**src/rtl/dmem_access_unit_if.sv**
```systemverilog
// ----------------------------------------------------------------------------
// dmem_access_unit_if
// Single-outstanding req/ack data-memory bus.
//   mem_req   : request, held until mem_ack
//   mem_we    : 1 = store, 0 = load
//   mem_addr  : word-aligned byte address
//   mem_wdata : lane-replicated store data
//   mem_be    : byte enables (bit i = byte lane i, little-endian)
//   mem_rdata : load data, valid while mem_ack = 1
//   mem_ack   : single-cycle completion pulse
// master = access unit, slave = memory.
// ----------------------------------------------------------------------------
interface dmem_access_unit_if;
  logic        mem_req;
  logic        mem_we;
  logic [31:0] mem_addr;
  logic [31:0] mem_wdata;
  logic [3:0]  mem_be;
  logic [31:0] mem_rdata;
  logic        mem_ack;

  modport master (
    output mem_req, mem_we, mem_addr, mem_wdata, mem_be,
    input  mem_rdata, mem_ack
  );

  modport slave (
    input  mem_req, mem_we, mem_addr, mem_wdata, mem_be,
    output mem_rdata, mem_ack
  );
endinterface

```
**src/rtl/dmem_access_unit.sv**
```systemverilog
// ----------------------------------------------------------------------------
// dmem_access_unit
// MEM-stage data-memory port. Turns the EX/MEM address/store data into a
// single request on the req/ack bus, formats byte/half/word accesses and
// stalls the pipeline until the access completes.
//
// Ports:
//   clk, rst      clock, asynchronous active-low reset
//   MemReadM      load in MEM stage
//   MemWriteM     store in MEM stage (never together with MemReadM)
//   SizeM         00 byte, 01 half, 10/11 word
//   SignExtM      load sign-extends when 1
//   ALUResultM    byte address
//   WriteDataM    right-aligned store data
//   ReadDataM     formatted load data (registered)
//   MemStallM     stall request to the hazard unit
//   AddrErrM      misaligned-access pulse (combinational, IDLE only)
//   BusErrM       timeout pulse, asserted in DONE (0 without the option)
//   bus           req/ack memory bus, master side
//
// Optional feature: define DMEM_TIMEOUT_EN to abandon an access after
// TIMEOUT_CYCLES REQ cycles without mem_ack. Parameters TIMEOUT_CYCLES and
// CNT_W (2**CNT_W > TIMEOUT_CYCLES) only matter with that macro defined.
// ----------------------------------------------------------------------------
module dmem_access_unit #(
  parameter int TIMEOUT_CYCLES = 255,
  parameter int CNT_W          = 8
) (
  input  logic                      clk,
  input  logic                      rst,
  input  logic                      MemReadM,
  input  logic                      MemWriteM,
  input  logic [1:0]                SizeM,
  input  logic                      SignExtM,
  input  logic [31:0]               ALUResultM,
  input  logic [31:0]               WriteDataM,
  output logic [31:0]               ReadDataM,
  output logic                      MemStallM,
  output logic                      AddrErrM,
  output logic                      BusErrM,
  dmem_access_unit_if.master        bus
);

  typedef enum logic [1:0] {IDLE, REQ, DONE} state_t;

  state_t state, nextState;

  logic        memReq, memWe;
  logic [31:0] memAddr, memWdata;
  logic [3:0]  memBe;

  // access attributes captured at issue, used when the ack returns
  logic [1:0]  sizeP1;
  logic        sextP1;
  logic [1:0]  laneP1;

  logic acc, misaligned, issue, complete, timeout;

  function automatic logic [3:0] byteEnable(input logic [1:0] size, input logic [1:0] a);
    case (size)
      2'b00:   return 4'b0001 << a;
      2'b01:   return a[1] ? 4'b1100 : 4'b0011;
      default: return 4'b1111;
    endcase
  endfunction

  function automatic logic [31:0] storeData(input logic [1:0] size, input logic [31:0] wd);
    case (size)
      2'b00:   return {4{wd[7:0]}};
      2'b01:   return {2{wd[15:0]}};
      default: return wd;
    endcase
  endfunction

  function automatic logic [31:0] loadFormat(input logic [1:0] size, input logic sext,
                                             input logic [1:0] a, input logic [31:0] rdata);
    logic        [7:0]  b;
    logic        [15:0] h;
    logic signed [7:0]  bS;
    logic signed [15:0] hS;
    logic signed [31:0] ext;
    b  = rdata[{a, 3'b000} +: 8];
    h  = a[1] ? rdata[31:16] : rdata[15:0];
    bS = b;
    hS = h;
    ext = '0;
    case (size)
      2'b00: begin
        if (sext) ext = bS;
        else      ext = {24'b0, b};
      end
      2'b01: begin
        if (sext) ext = hS;
        else      ext = {16'b0, h};
      end
      default: ext = rdata;
    endcase
    return ext;
  endfunction

  assign acc        = MemReadM | MemWriteM;
  // size 11 is handled as a word, so SizeM[1] covers both word encodings
  assign misaligned = ((SizeM == 2'b01) && ALUResultM[0]) ||
                      (SizeM[1] && (ALUResultM[1:0] != 2'b00));

  assign bus.mem_req   = memReq;
  assign bus.mem_we    = memWe;
  assign bus.mem_addr  = memAddr;
  assign bus.mem_wdata = memWdata;
  assign bus.mem_be    = memBe;

  always_ff @(posedge clk or negedge rst) begin
    if (!rst) state <= IDLE;
    else      state <= nextState;
  end

  always_comb begin
    nextState = state;
    MemStallM = 1'b0;
    AddrErrM  = 1'b0;
    issue     = 1'b0;
    complete  = 1'b0;
    case (state)
      IDLE: begin
        if (acc) begin
          if (misaligned) begin
            // suppressed while reset is held so the pulse is clean after reset
            AddrErrM = rst;
          end else begin
            MemStallM = 1'b1;
            issue     = 1'b1;
            nextState = REQ;
          end
        end
      end
      REQ: begin
        MemStallM = 1'b1;
        if (bus.mem_ack) begin
          complete  = 1'b1;
          nextState = DONE;
        end else if (timeout) begin
          nextState = DONE;
        end
      end
      // DONE releases the pipeline; returning to IDLE unconditionally
      // gives exactly one issue decision per instruction.
      DONE:    nextState = IDLE;
      default: nextState = IDLE;
    endcase
  end

  // ---- stage p1: bus request registers and load result ----
  always_ff @(posedge clk or negedge rst) begin
    if (!rst) begin
      memReq    <= 1'b0;
      memWe     <= 1'b0;
      memBe     <= 4'b0;
      memAddr   <= 32'b0;
      memWdata  <= 32'b0;
      ReadDataM <= 32'b0;
    end else if (issue) begin
      memReq   <= 1'b1;
      memWe    <= MemWriteM;
      memBe    <= byteEnable(SizeM, ALUResultM[1:0]);
      memAddr  <= {ALUResultM[31:2], 2'b00};
      memWdata <= storeData(SizeM, WriteDataM);
    end else if (complete) begin
      memReq <= 1'b0;
      memWe  <= 1'b0;
      memBe  <= 4'b0;
      if (!memWe) ReadDataM <= loadFormat(sizeP1, sextP1, laneP1, bus.mem_rdata);
    end else if (timeout) begin
      memReq <= 1'b0;
      memWe  <= 1'b0;
      memBe  <= 4'b0;
      if (!memWe) ReadDataM <= 32'b0;
    end
  end

  always_ff @(posedge clk) begin
    if (issue) begin
      sizeP1 <= SizeM;
      sextP1 <= SignExtM;
      laneP1 <= ALUResultM[1:0];
    end
  end

`ifdef DMEM_TIMEOUT_EN
  logic [CNT_W-1:0] toCnt;

  // Fires in the REQ cycle whose increment would reach TIMEOUT_CYCLES,
  // i.e. after TIMEOUT_CYCLES REQ cycles without ack. An ack wins.
  assign timeout = (state == REQ) && !bus.mem_ack &&
                   (toCnt == CNT_W'(TIMEOUT_CYCLES - 1));

  always_ff @(posedge clk or negedge rst) begin
    if (!rst)                              toCnt <= '0;
    else if (issue)                        toCnt <= '0;
    else if ((state == REQ) && !bus.mem_ack) toCnt <= toCnt + 1'b1;
  end

  always_ff @(posedge clk or negedge rst) begin
    if (!rst) BusErrM <= 1'b0;
    else      BusErrM <= timeout;
  end
`else
  assign timeout = 1'b0;
  assign BusErrM = 1'b0;
`endif

endmodule

```
**src/flat_wrapper.sv**
```systemverilog
// flat-port wrapper written by rule: the top's interface ports become plain ports
module dmem_access_unit_flat 
#(
  parameter int TIMEOUT_CYCLES = 255,
  parameter int CNT_W          = 8
)
  (clk, rst, MemReadM, MemWriteM, SizeM, SignExtM, ALUResultM, WriteDataM, ReadDataM, MemStallM, AddrErrM, BusErrM, bus_mem_req, bus_mem_we, bus_mem_addr, bus_mem_wdata, bus_mem_be, bus_mem_rdata, bus_mem_ack);
  dmem_access_unit_if bus_i ();
  input  logic clk;
  input  logic rst;
  input  logic MemReadM;
  input  logic MemWriteM;
  input  logic [1:0] SizeM;
  input  logic SignExtM;
  input  logic [31:0] ALUResultM;
  input  logic [31:0] WriteDataM;
  output logic [31:0] ReadDataM;
  output logic MemStallM;
  output logic AddrErrM;
  output logic BusErrM;
  output wire logic [$bits(bus_i.mem_req)-1:0] bus_mem_req;
  output wire logic [$bits(bus_i.mem_we)-1:0] bus_mem_we;
  output wire logic [$bits(bus_i.mem_addr)-1:0] bus_mem_addr;
  output wire logic [$bits(bus_i.mem_wdata)-1:0] bus_mem_wdata;
  output wire logic [$bits(bus_i.mem_be)-1:0] bus_mem_be;
  input wire logic [$bits(bus_i.mem_rdata)-1:0] bus_mem_rdata;
  input wire logic [$bits(bus_i.mem_ack)-1:0] bus_mem_ack;
  assign bus_mem_req = bus_i.mem_req;
  assign bus_mem_we = bus_i.mem_we;
  assign bus_mem_addr = bus_i.mem_addr;
  assign bus_mem_wdata = bus_i.mem_wdata;
  assign bus_mem_be = bus_i.mem_be;
  assign bus_i.mem_rdata = bus_mem_rdata;
  assign bus_i.mem_ack = bus_mem_ack;
  dmem_access_unit #(.TIMEOUT_CYCLES(TIMEOUT_CYCLES), .CNT_W(CNT_W)) u_core (.clk(clk), .rst(rst), .MemReadM(MemReadM), .MemWriteM(MemWriteM), .SizeM(SizeM), .SignExtM(SignExtM), .ALUResultM(ALUResultM), .WriteDataM(WriteDataM), .ReadDataM(ReadDataM), .MemStallM(MemStallM), .AddrErrM(AddrErrM), .BusErrM(BusErrM), .bus(bus_i));
endmodule
```
**config.mk**
```make
export PLATFORM = sky130hd
export DESIGN_NAME = dmem_access_unit_flat
export DESIGN_NICKNAME = d
export VERILOG_FILES = /design/src/rtl/dmem_access_unit_if.sv /design/src/rtl/dmem_access_unit.sv /design/src/flat_wrapper.sv
export SDC_FILE = /design/constraint.sdc
export NUM_CORES = 1
export LEC_CHECK = 0
export ABC_AREA = 1
export BUFFER_PORTS_ARGS = -buffer_cell sky130_fd_sc_hd__buf_2
export CAP_MARGIN = 30
export CORE_MARGIN = 2
export CORE_UTILIZATION = 25
export DETAILED_ROUTE_END_ITERATION = 8
export SYNTH_ARGS = -nofsm -noshare
export SYNTH_HDL_FRONTEND = slang
export SYNTH_SLANG_ARGS = --single-unit
```
**constraint.sdc**
```tcl
create_clock -name clk -period 1.6 [get_ports clk]
set_clock_uncertainty 0.15 [all_clocks]
set_input_delay 0.32 -clock clk [delete_from_list [all_inputs] [get_ports clk]]
set_output_delay 0.32 -clock clk [all_outputs]
set_load 0.03 [all_outputs]
```
==> impl_results.md <==
* #FFs+latches synth at 107
* Final wirelength at 17310 µm
* Initial drt markers at 169
* CTS tree: built
* Antenna violations before repair at 1
* First-pass GRT wire length at 26210 µm
* Measured slew at the worst slew-check pin at 0.5724 ns
* Final std cells w/o fill at 1147
* CP max stage delay at 0.41 ns
* Max-Cap Viols at 0
* CP max stage cell: dfrtp_1
* DP Wirelength at 11650 µm
* Clock latency on the worst-skew pair at 0.35 ns
* NumNets Final at 979
* Core area at 0.01953 mm²
* CP Capture Type: output pin
* Clk sinks at 107
* CTS H-tree lvls at 3
* CP cell instances: nor2_4 > nand3_4 > nand2_8 > buf_6
* WL/cell at 15.09 µm
* DRC Markers at 0
* Largest net degree at the start of global routing at 103
* Startpoint types: flop
* Min-delay src: ALUResultM[20]
* Vias at 5065
* Top-area cell type share of the netlist area at 51.28%
* Synthesized area per cell at 8.080 µm²
* Post-Synthesis Cells at 616
* Share of cells above drive strength 1 at 38.64%
* FF/Latch Area at 0.002703 mm²
* Fin crit share at 108.5%
* Failing checks: negative setup slack
* Crit Path Max Fanout at 2
* Routed Antenna Nets at 0
* Drt first pass iters at 5
* Total setup violations reported at the end of the flow at 30
* Critical Path RT at 1.13 ns
* Fillers at 2048
* Synth Warn # at 0
* Number of global-route vias before repair at 4900
* Pwr Density at 1797 mW/mm²
* CTS max path bufs at 2
* Min cycle time layout at 1.736 ns
* Die height at 145.1 µm
* Die area at 0.02105 mm²
* Area growth from synthesis to layout at 52.49%
* CTS clk-pin slew, worst paths at 0.08 ns
* Status: finished with violations
* Cell variety after synth at 27
* WP data arrival at 1.27 ns
* Max Slew Vio Count at 0
* Gr usage total at 15.51%
* Post-synth top area cell: dfrtp_1
* Die width at 145.1 µm
* Worst hold slack at 0.01503 ns
* Dpl ws at -0.05912 ns
* Crit path from: u_core.state[1]
* TritonCTS buffer count at 9
* Area of the mapped netlist at 0.004977 mm²
* Relative slew slack at 61.84%
* Io pins at 209
* Peak supply drop at 0.0008229 V
* Initial Util at 25.49%
* RSZ-0062 raised after global routing: true
* Area contributors post-synth: dfrtp_1 51%, nand2_1 19%, a21oi_1 6.1%, o21ai_0 6.1%, edfxtp_1 3.0%
* Placed Cells at 1092
* Hold WC Path Type: in -> reg
* Rows at 51
* IO buf count at 205
* Final hold viol count at 0
* RR Startpoint: u_core.state[0]
* Total grt overflow at 0
* Root buf cell: clkbuf_16
* Post-route worst setup slack at -0.1355 ns
* Leakage Power at 3.981 nW
* GPL Wtd Cong at 0.7919
* Critical setup path kind: reg -> out
* Footprint of the multi-input gates at 0.002126 mm²
* Maximum clock rate at 0.5762 GHz
* Number of vias per cell at 4.416
* Sequential fraction of the synthesis area at 54.30%
## power breakdown
part,internal [mW],switching [mW],leakage [nW]
Clock,1.27,1.06,0.150
Sequential,3.90,0.732,1.29
Combinational,2.23,4.45,2.54
Total,7.39,6.25,3.98
## cells by family after synthesis
group	share of synthesized area (%)
flip-flops	54.30
AO/OA/AOI/OAI	12.62
other	0.07534
AND/OR/NAND/NOR	25.64
buffers and inverters	7.365
## flip-flops by register name, indices dropped and copies added, names as in the netlist
register / count
u_core.bus.mem_wdata: 32
u_core.laneP1: 2
u_core.bus.mem_addr: 30
u_core.bus.mem_be: 4
u_core.state: 2
u_core.bus.mem_we: 1
u_core.ReadDataM: 32
u_core.sizeP1: 2
u_core.sextP1: 1
u_core.bus.mem_req: 1
## metal layers
layer	GRT usage, %	vias to the layer above	routed length (µm)
li1	-	2471	-
met1	20.61	2370	7552
met2	24.74	209	8039
met3	4.371	15	1508
met4	4.461	0	210
met5	0	-	0
## stage by stage
| stage | TNS, ns | instance area, µm² | util, % | total power, mW |
|---|---|---|---|---|
| floorplan | -0.001561 | 5021 | - | 8.515 |
| finish | -0.9565 | 7590 | 38.87 | 13.64 |
| detailed placement | -0.1853 | 6534 | 33.46 | 10.67 |
| CTS | -0.2953 | 7129 | 36.51 | 13.22 |
| global placement | -0.001532 | 6534 | 33.46 | 10.63 |
| global route | -4.174 | 7585 | 38.84 | 14.47 |
## cell usage in the layout, fill, tap and decap left out, drive strengths merged, types with 4 or more instances in the layout
| master | instances |
|---|---|
| nand2 | 255 |
| buf | 255 |
| dfrtp | 102 |
| o21ai | 62 |
| a21oi | 61 |
| inv | 36 |
| nor2 | 30 |
| dlygate4sd3 | 19 |
| clkbuf | 19 |
| nand3 | 19 |
| nand4 | 6 |
| edfxtp | 5 |
| clkinv | 4 |
## final timing paths
path                                            endpoint  slack [ns]  depth (start not counted)
worst min-delay path             u_core.bus.mem_addr[20]        0.02                          3
min in group asynchronous           u_core.ReadDataM[13]        0.55                          3
worst max register to register      u_core.ReadDataM[17]       -0.05                          8
worst min register to register   u_core.bus.mem_addr[25]        0.32                          2
worst max-delay path                           MemStallM       -0.14                          4
max in group asynchronous       u_core.bus.mem_wdata[16]        0.32                          3
## synth_stat cells (all sizes together)
cell    count
nand2     255
dfrtp     102
o21ai      62
a21oi      61
inv        35
nor2       30
buf        29
nand3      19
clkbuf      7
nand4       6
edfxtp      5
nor3        2
clkinv      1
conb        1
o22a        1
## timing repair
action / CTS / global route
gates resized for setup: 13 / 78
pin swaps: 5 / 6
gates cloned: 2 / 9
endpoints found under the setup margin: 5 / 68
hold buffers: 19 / 0
buffers inserted: 3 / 6
hold endpoints to repair: 120 / 0
## worst max-delay path, delay by kind of cell, from the launching register on
family | cells | cell delay (ns)
buffers and inverters | 1 | 0.12
flip-flops | 1 | 0.41
AND/OR/NAND/NOR | 3 | 0.38
## area by class of cell
type | instances | area share (%)
antenna | 2 | 0.06594
clock buffer | 11 | 3.198
clock inverter | 5 | 0.8078
inverter | 36 | 1.896
multi-input combinational | 439 | 28.01
sequential | 107 | 35.61
tap | 265 | 4.369
timing repair buffer | 282 | 26.05
Power figures use the tool's default switching activity.
